===== src/rtl/smc_pkg.sv =====
// Shared types and constants for the serial MOSFET calculator.
// No logic: parameters, FSM state encoding and mode bit positions only.
package smc_pkg;
  localparam int N_MOS    = 6;
  localparam int VW       = 9;
  localparam int OUT_W    = 8;
  localparam int SUM_W    = 12;
  localparam int MODE_ID  = 0;
  localparam int MODE_MAX = 1;

  typedef enum logic [1:0] {IDLE, LOAD, CALC, OUT} state_t;
endpackage


===== src/rtl/smc_seq_if.sv =====
// Descriptor beat handshake plus result strobe of smc_seq.
// master = pattern source / checker side, slave = smc_seq.
interface smc_seq_if;
  import smc_pkg::*;

  logic             in_valid;
  logic [1:0]       mode;
  logic [2:0]       W;
  logic [2:0]       V_GS;
  logic [2:0]       V_DS;
  logic             in_ready;
  logic             out_valid;
  logic [OUT_W-1:0] out_n;

  modport master (output in_valid, mode, W, V_GS, V_DS,
                  input  in_ready, out_valid, out_n);
  modport slave  (input  in_valid, mode, W, V_GS, V_DS,
                  output in_ready, out_valid, out_n);
endinterface


===== src/rtl/mos_value.sv =====
// Per-transistor scaled gm/Id value, purely combinational (zero latency).
// No handshake of its own; the caller decides when the result is used.
module mos_value
  import smc_pkg::*;
(
  input  logic          id_mode,
  input  logic [2:0]    w,
  input  logic [2:0]    v_gs,
  input  logic [2:0]    v_ds,
  output logic [VW-1:0] value
);
  logic [2:0] vg1;
  logic       triode;
  logic [6:0] prod_gd;
  logic [6:0] sq_d;
  logic [6:0] sq_g;
  logic [5:0] mult;

  always_comb begin
    vg1     = v_gs - 3'd1;
    triode  = vg1 > v_ds;
    prod_gd = 7'(vg1) * 7'(v_ds);
    sq_d    = 7'(v_ds) * 7'(v_ds);
    sq_g    = 7'(vg1) * 7'(vg1);
    mult    = '0;
    if (id_mode)
      mult = triode ? 6'((prod_gd << 1) - sq_d) : 6'(sq_g);
    else
      mult = triode ? {2'b00, v_ds, 1'b0} : {2'b00, vg1, 1'b0};
    value = VW'((10'(w) * 10'(mult)) / 10'd3);
  end
endmodule


===== src/rtl/smc_seq.sv =====
// Serial MOSFET calculator: six beats are insertion-sorted, then the top/bottom three are averaged.
// Result strobes two cycles after the 6th accepted beat; in_ready drops during CALC/OUT and beats offered then are dropped.
module smc_seq
  import smc_pkg::*;
(
  input  logic     clk,
  input  logic     rst_n,
  smc_seq_if.slave bus
);
  state_t           state, state_nxt;
  logic [2:0]       count;
  logic [1:0]       mode_q;
  logic [VW-1:0]    sbuf     [N_MOS];
  logic [VW-1:0]    base     [N_MOS];
  logic [VW-1:0]    sbuf_nxt [N_MOS];
  logic [N_MOS-1:0] ge;
  logic [VW-1:0]    value;
  logic [VW-1:0]    a, b, c;
  logic [SUM_W-1:0] sum_nxt, sum_q, quot;
  logic             id_sel;
  logic             accept;

  assign accept = bus.in_valid && bus.in_ready;
  assign id_sel = (state == IDLE) ? bus.mode[MODE_ID] : mode_q[MODE_ID];

  mos_value u_value (
    .id_mode (id_sel),
    .w       (bus.W),
    .v_gs    (bus.V_GS),
    .v_ds    (bus.V_DS),
    .value   (value)
  );

  // A new job starts from an all-zero buffer; zero fillers behave as the smallest
  // entries, so dropping an inserted 0 off the bottom leaves the multiset correct.
  always_comb begin
    for (int i = 0; i < N_MOS; i++) begin
      base[i] = (state == IDLE) ? '0 : sbuf[i];
      ge[i]   = base[i] >= value;
    end
    sbuf_nxt[0] = ge[0] ? base[0] : value;
    for (int i = 1; i < N_MOS; i++) begin
      if (ge[i])
        sbuf_nxt[i] = base[i];
      else if (ge[i-1])
        sbuf_nxt[i] = value;
      else
        sbuf_nxt[i] = base[i-1];
    end
  end

  always_comb begin
    a = mode_q[MODE_MAX] ? sbuf[0] : sbuf[3];
    b = mode_q[MODE_MAX] ? sbuf[1] : sbuf[4];
    c = mode_q[MODE_MAX] ? sbuf[2] : sbuf[5];
    if (mode_q[MODE_ID])
      sum_nxt = 12'(a) * 12'd3 + 12'(b) * 12'd4 + 12'(c) * 12'd5;
    else
      sum_nxt = 12'(a) + 12'(b) + 12'(c);
    quot = sum_q / 12'd3;
  end

  always_comb begin
    state_nxt     = state;
    bus.in_ready  = 1'b0;
    bus.out_valid = 1'b0;
    bus.out_n     = '0;
    case (state)
      IDLE: begin
        bus.in_ready = 1'b1;
        if (bus.in_valid) state_nxt = LOAD;
      end
      LOAD: begin
        bus.in_ready = 1'b1;
        if (bus.in_valid && count == 3'(N_MOS - 1)) state_nxt = CALC;
      end
      CALC: state_nxt = OUT;
      OUT: begin
        bus.out_valid = 1'b1;
        bus.out_n     = mode_q[MODE_ID] ? OUT_W'(quot >> 2) : OUT_W'(quot);
        state_nxt     = IDLE;
      end
      default: state_nxt = IDLE;
    endcase
  end

  always_ff @(posedge clk or negedge rst_n) begin
    if (!rst_n) begin
      state  <= IDLE;
      count  <= '0;
      mode_q <= '0;
      sum_q  <= '0;
      for (int i = 0; i < N_MOS; i++) sbuf[i] <= '0;
    end else begin
      state <= state_nxt;
      if (accept) begin
        sbuf  <= sbuf_nxt;
        count <= (state == IDLE) ? 3'd1 : count + 3'd1;
        if (state == IDLE) mode_q <= bus.mode;
      end
      if (state == CALC) sum_q <= sum_nxt;
      if (state == OUT) count <= '0;
    end
  end
endmodule


===== src/flat_wrapper.sv =====
// flat-port wrapper written by rule: the top's interface ports become plain ports
module smc_seq_flat import smc_pkg::*;
  (clk, rst_n, bus_in_valid, bus_mode, bus_W, bus_V_GS, bus_V_DS, bus_in_ready, bus_out_valid, bus_out_n);
  smc_seq_if bus_i ();
  input  logic clk;
  input  logic rst_n;
  input wire logic [$bits(bus_i.in_valid)-1:0] bus_in_valid;
  input wire logic [$bits(bus_i.mode)-1:0] bus_mode;
  input wire logic [$bits(bus_i.W)-1:0] bus_W;
  input wire logic [$bits(bus_i.V_GS)-1:0] bus_V_GS;
  input wire logic [$bits(bus_i.V_DS)-1:0] bus_V_DS;
  output wire logic [$bits(bus_i.in_ready)-1:0] bus_in_ready;
  output wire logic [$bits(bus_i.out_valid)-1:0] bus_out_valid;
  output wire logic [$bits(bus_i.out_n)-1:0] bus_out_n;
  assign bus_i.in_valid = bus_in_valid;
  assign bus_i.mode = bus_mode;
  assign bus_i.W = bus_W;
  assign bus_i.V_GS = bus_V_GS;
  assign bus_i.V_DS = bus_V_DS;
  assign bus_in_ready = bus_i.in_ready;
  assign bus_out_valid = bus_i.out_valid;
  assign bus_out_n = bus_i.out_n;
  smc_seq u_core (.clk(clk), .rst_n(rst_n), .bus(bus_i));
endmodule

===== config.mk =====
export PLATFORM = sky130hd
export DESIGN_NAME = smc_seq_flat
export DESIGN_NICKNAME = d
export VERILOG_FILES = /design/src/rtl/smc_pkg.sv /design/src/rtl/smc_seq_if.sv /design/src/rtl/mos_value.sv /design/src/rtl/smc_seq.sv /design/src/flat_wrapper.sv
export SDC_FILE = /design/constraint.sdc
export NUM_CORES = 1
export LEC_CHECK = 0
export BUFFER_PORTS_ARGS = -buffer_cell sky130_fd_sc_hd__buf_2
export CORE_MARGIN = 4
export CORE_UTILIZATION = 50
export CTS_CLUSTER_DIAMETER = 60
export DETAILED_ROUTE_END_ITERATION = 8
export GPL_ROUTABILITY_DRIVEN = 0
export GPL_TIMING_DRIVEN = 0
export PLACE_DENSITY = 0.69
export SETUP_SLACK_MARGIN = 0.3
export SLEW_MARGIN = 15
export SYNTH_ARGS = -nofsm -noshare
export SYNTH_HDL_FRONTEND = slang
export SYNTH_SLANG_ARGS = --single-unit

===== constraint.sdc =====
create_clock -name clk -period 7.9 [get_ports clk]
set_input_delay 1.185 -clock clk [delete_from_list [all_inputs] [get_ports clk]]
set_output_delay 1.185 -clock clk [all_outputs]
set_load 0.05 [all_outputs]

# Word level (Yosys, flattened, before mapping)
# Cells that the tools add are included.
totals:
  regBits: 73
  inputBits: 14
  output_inout_bits: 10
op_classes:
  n_addsub: 7
  multipliers: 6
  div: 2
  order_cmp: 7
  n_eq_ne: 6
  mux: 35
  reduce_logical: 7
ops:
  columns: ["cell", "n"]
  rows:
  - ["two-way mux 9 bit", 20]
  - ["greater-or-equal comparator 9 bit", 6]
  - ["two-way mux 8 bit", 2]
  - ["adder 11 x 11 -> 12 bit", 1]
  - ["adder 12 bit", 1]
  - ["adder 12 x 9 -> 12 bit", 1]
  - ["divider 12 x 2 -> 12 bit (second input constant)", 1]
  - ["multiplier 3 x 3 -> 6 bit", 2]
  - ["multiplier 9 x 3 -> 12 bit (second input constant)", 1]
  - ["two-way mux 12 bit", 1]
  - ["two-way mux 6 bit", 2]
  - ["multiplier 9 x 2 -> 11 bit (second input constant)", 1]
  - ["adder 9 x 9 -> 10 bit", 1]
  - ["divider 9 x 2 -> 10 bit (second input constant)", 1]
  - ["multiplier 3 x 6 -> 9 bit", 1]
  - ["two-way mux 3 bit", 3]
  - ["one-hot mux 2 bit (4 select lines)", 1]
  - ["subtractor 6 bit", 1]
  - ["multiplier 3 x 3 -> 5 bit", 1]
  - ["== test 2 bit (second input constant)", 2]
  - ["two-way mux 2 bit", 2]
  - ["two-way mux 4 bit", 1]
  - ["AND reduction 2 bit", 2]
  - ["adder 3 x 1 -> 3 bit (second input constant)", 1]
  - ["11 further kinds", 14]

# Depth between registers and ports, before layout
depth:
  ltp_word: 10
  ltp_mapped: 54
  mapped_depth_nobuf: 49

# By module
# A second synthesis with hierarchy kept.
unflattened:
  cells_unflattened: 1199
  hier_area_um2: 9972.1
by_module_without_submodules:
  columns: ["module", "n_inst", "cells_per_inst", "area_each_um2"]
  rows:
  - ["smc_seq", 1, 887, 7757.4]
  - ["mos_value", 1, 312, 2214.6]

# Worst setup path after synthesis
# Ideal clock, no wire load.
synth_path:
  path_kind: "input port to flip-flop"
  start: "input port bus_V_GS[0]"
  end: "register u_core.sbuf[38] (netlist bit)"
  arrival_ns: 11.109
  path_slack_ns: -3.330
  cell_stages: 48
  path_buffers: 4
  path_cell_list: "inv_1 > ha_1 > inv_1 > ha_1 > fa_1 > ha_1 > inv_1 > fa_1 > inv_1 > ha_1 > ha_1 > xnor2_1 > nor2_1 > a211oi_1 > nand2_1 > fa_1 > inv_1 > ha_1 > (+12 left out) > nand2_1 > a21boi_0 > mux4_2 > a22oi_2 > nor2_2 > inv_1 > ha_1 > nand2b_1 > a21o_1 > a21o_1 > a21o_1 > a21o_1 > a21o_1 > a21o_1 > a221oi_1 > clkbuf_1 > o21ai_0 > a22o_1"
synth_via:
  elab_chain_cells: 10
  word_cells_on_any_way: 14
synth_rtl:
  columns: ["item", "line", "rtl"]
  rows:
  - ["start: declaration", "flat_wrapper.sv:10", "input wire logic [$bits(bus_i.V_GS)-1:0] bus_V_GS;"]
  - ["subtractor 3 x 1 -> 3 bit *", "mos_value.sv:20", "vg1 = v_gs - 3'd1;"]
  - ["multiplier 3 x 3 -> 5 bit", "mos_value.sv:22", "prod_gd = 7'(vg1) * 7'(v_ds);"]
  - ["subtractor 6 bit", "mos_value.sv:27", "mult = triode ? 6'((prod_gd << 1) - sq_d) : 6'(sq_g);"]
  - ["two-way mux 6 bit", "mos_value.sv:27", null]
  - ["two-way mux 6 bit *", "mos_value.sv:26", "if (id_mode)"]
  - ["multiplier 3 x 6 -> 9 bit *", "mos_value.sv:30", "value = VW'((10'(w) * 10'(mult)) / 10'd3);"]
  - ["divider 9 x 2 -> 10 bit *", "mos_value.sv:30", null]
  - ["greater-or-equal comparator 9 bit", "smc_seq.sv:39", "ge[i] = base[i] >= value;"]
  - ["two-way mux 9 bit", "smc_seq.sv:45", "else if (ge[i-1])"]
  - ["two-way mux 9 bit *", "smc_seq.sv:43", "if (ge[i])"]
  - ["end signal: assignment", "smc_seq.sv:97", "sbuf <= sbuf_nxt;"]
  - ["end: declaration", "smc_seq.sv:13", "logic [VW-1:0] sbuf [N_MOS];"]
# Mark *: on every way between the ends. The rest lies on a longest branch, timed or not.
# A chain may end at the register's enable or synchronous reset.

# Final worst setup path
layout_path:
  start: "input port bus_V_GS[0]"
  end: "register u_core.sbuf[19] (netlist bit)"
# Same word-level chain as after synthesis.

==> results.ini <==
[status]
outcome = complete, but fails checks
violations = negative setup slack

[clock_network]
cts_tree = done
ctsHoldBuffers = 0
root_buffer = clkbuf_16
ctsHtreeMaxLevel = 3
clock_path_buffers = 2
cts_inserted_buffers = 9
clk-insertion-delay-late_ns = 0.36
cts_num_sinks = 73
clk_pin_slew_ns = 0.06

[worst_setup_path]
slowest_stage = fa_1
worstSetupPathType = in -> reg
crit_path_end_kind = register
cp.arrival_ns = 10.61
crit_fanout = 6
slowest_delay_ns = 0.50
cp_common_cell = buf_6
crit_required_ns = 8.16
ff2ff_setup_slack_ns = -1.37
start_kind = primary input

[timing]
drv_slew = 0
fin_ws_ns = -2.45
finalSetupViolCount = 48
tightest_slew_ns = 1.15
rsz0062_at_grt = yes
setup_tns_ns = -108.28
clock_skew_ns = 0.00810
maxSlewHeadroom_pct = 23.2
post-route-period-util_pct = 131
fmax_ghz = 0.0966
fin_crit_ns = 10.35
finalHoldViolCount = 0

[cells_and_area]
syn_to_final_growth_pct = 26.3
finalNetCount = 1536
drive_gt1_share_pct = 21.9
utilization_pct = 64.5
stdcell_area_um2 = 12600
antenna_cells = 0

[global_route]
grt_pass1_wl_um = 47100
globalRouteOverflowTotal = 0
grt_max_degree = 56
grt_use_total_pct = 26.1
grt_pass1_vias = 9304
antenna_found_initial = 0

[routing]
vias = 9611
viasPerCell = 5.90
ant_nets = 0
first_pass_iters = 8
wl_per_cell_um = 18.0
drcViolationCount = 0
drtIter0Drc = 730
wl_um = 29300

[synthesis]
synth_top_area_share_pct = 18.3
synth_compound_area_share_pct = 24.3
yosysMostFrequentCell = nand2_1
ys_seq_elements = 73
ys_top_cells_by_count = nand2_1 (137), ha_1 (129), inv_1 (118)
synthXorXnorAreaFrac_pct = 3.15
yosysSeqAreaShare_pct = 18.3
syn_inst = 1240
synthAdderAreaFrac_pct = 22.7
yosys.area_share.simple_pct = 18.2
synthMuxAreaShare_pct = 6.16
dominantRegCellSynth = dfrtp_1
async_reset_ff_share_pct = 100
syn_avg_cell_area_um2 = 8.07
synth_edf_count = 0
synth_top_family_by_area = compound AO/OA/AOI/OAI gates
synth_top_cell_by_area = dfrtp_1
ys_top_cells_by_area = dfrtp_1 (18%), ha_1 (16%), fa_1 (6.6%), nand2_1 (5.1%), inv_1 (4.4%)
synth_nets = 1416
synth_cell_type_count = 88
synth_area_um2 = 10000
synth_warnings = 0

[die]
dieArea_um2 = 22300
chipHeight_um = 149
die_width_um = 149
start_util_pct = 51.1
core_area_um2 = 19600
row_count = 51
io_pins = 24

[worst_hold_path]
hp-class = reg -> reg

[placement]
hpwl_um = 20500
place_ws_ns = -3.83
placed_area_um2 = 10800
portBuffers = 23

[flow_run]
max-cap-violations = 0

through the flow:
| stage | std cells | hold slack, ns |
|---|---|---|
| 4_1_cts | 1614 | 0.497 |
| 3_5_place_dp | 1529 | 0.481 |
| 6_report | 1630 | 0.494 |
| 3_3_place_gp | 1528 | 0.472 |
| 2_1_floorplan | 1240 | 0.447 |
| 5_1_grt | 1630 | 0.522 |
critical path, delay by kind of cell:
family / cells / cell delay, ns
compound gates: 16 / 3.36
xor+xnor: 1 / 0.15
fa+ha+maj: 11 / 3.11
buf+inv: 18 / 1.65
simple gates: 11 / 1.13
path summary, 6_finish.rpt:
| check | startpoint | to | depth (start not counted) |
|---|---|---|---|
| setup / recovery | bus_V_GS[0] | u_core.sbuf[19] | 57 |
| hold reg to reg | u_core.sbuf[22] | u_core.sbuf[22] | 2 |
| hold / removal | u_core.sbuf[22] | u_core.sbuf[22] | 2 |
| max in group asynchronous | rst_n | u_core.sbuf[45] | 2 |
| min in group asynchronous | rst_n | u_core.sum_q[10] | 1 |
| setup reg to reg | u_core.state[1] | u_core.sbuf[19] | 48 |
metal layers:
metal  wire (um)  track usage, %  share of wire [%]  vias up
li1            -               -                  -     4626
met1       13000            35.2                 44     4632
met2       14100            42.6                 48      296
met3        1510            3.73                5.1       57
met4         764            10.3                2.6        0
met5           0               0                  0        -
cell type report:
| type | instances | area [um^2] |
|---|---|---|
| Buffer | 63 | 462 |
| Clock buffer | 11 | 253 |
| Clock inverter | 5 | 61.3 |
| Fill cell | 1620 | 6950 |
| Inverter | 121 | 479 |
| Multi-Input combinational cell | 983 | 8200 |
| Sequential cell | 73 | 1830 |
| Tap cell | 265 | 332 |
| Timing Repair Buffer | 109 | 1030 |
cell usage in the layout (no fill, tap or decap), types with 17 or more instances in the layout:
| cell type | Yosys | layout |
|---|---|---|
| a21o_1 | 24 | 24 |
| inv_1 | 118 | 107 |
| mux2i_1 | 29 | 25 |
| clkbuf_1 | 49 | 34 |
| ha_1 | 129 | 116 |
| nand2_1 | 137 | 123 |
| buf_4 | 1 | 49 |
| a21oi_1 | 66 | 58 |
| nor2_1 | 70 | 66 |
| o21ai_0 | 85 | 55 |
| xnor2_1 | 27 | 24 |
| mux2_2 | 21 | 17 |
| nor2b_1 | 61 | 61 |
| o211ai_1 | 27 | 27 |
| dfrtp_1 | 73 | 73 |
| o21ai_1 | 16 | 31 |
| buf_6 | 2 | 32 |
| fa_1 | 33 | 32 |
| buf_2 | 4 | 23 |
state kept, by name, summed over array words and instances (netlist names):
register	flops
u_core.sbuf	54
u_core.sum_q	12
u_core.count	3
u_core.mode_q	2
u_core.state	2
cell families after synthesis:
family	Yosys count
simple gates	373
compound gates	358
buf+inv	184
fa+ha+maj	162
flops	73
mux	54
xor+xnor	36
what timing repair did:
item	CTS	global route
endpoints found under the setup margin	48	48
pin swaps	76	57
buffers inserted	64	15
resized for setup	112	71
cloned	5	1
Power is not shown: default switching activity piles up to over one toggle a cycle in this logic, so the estimate is an artifact.
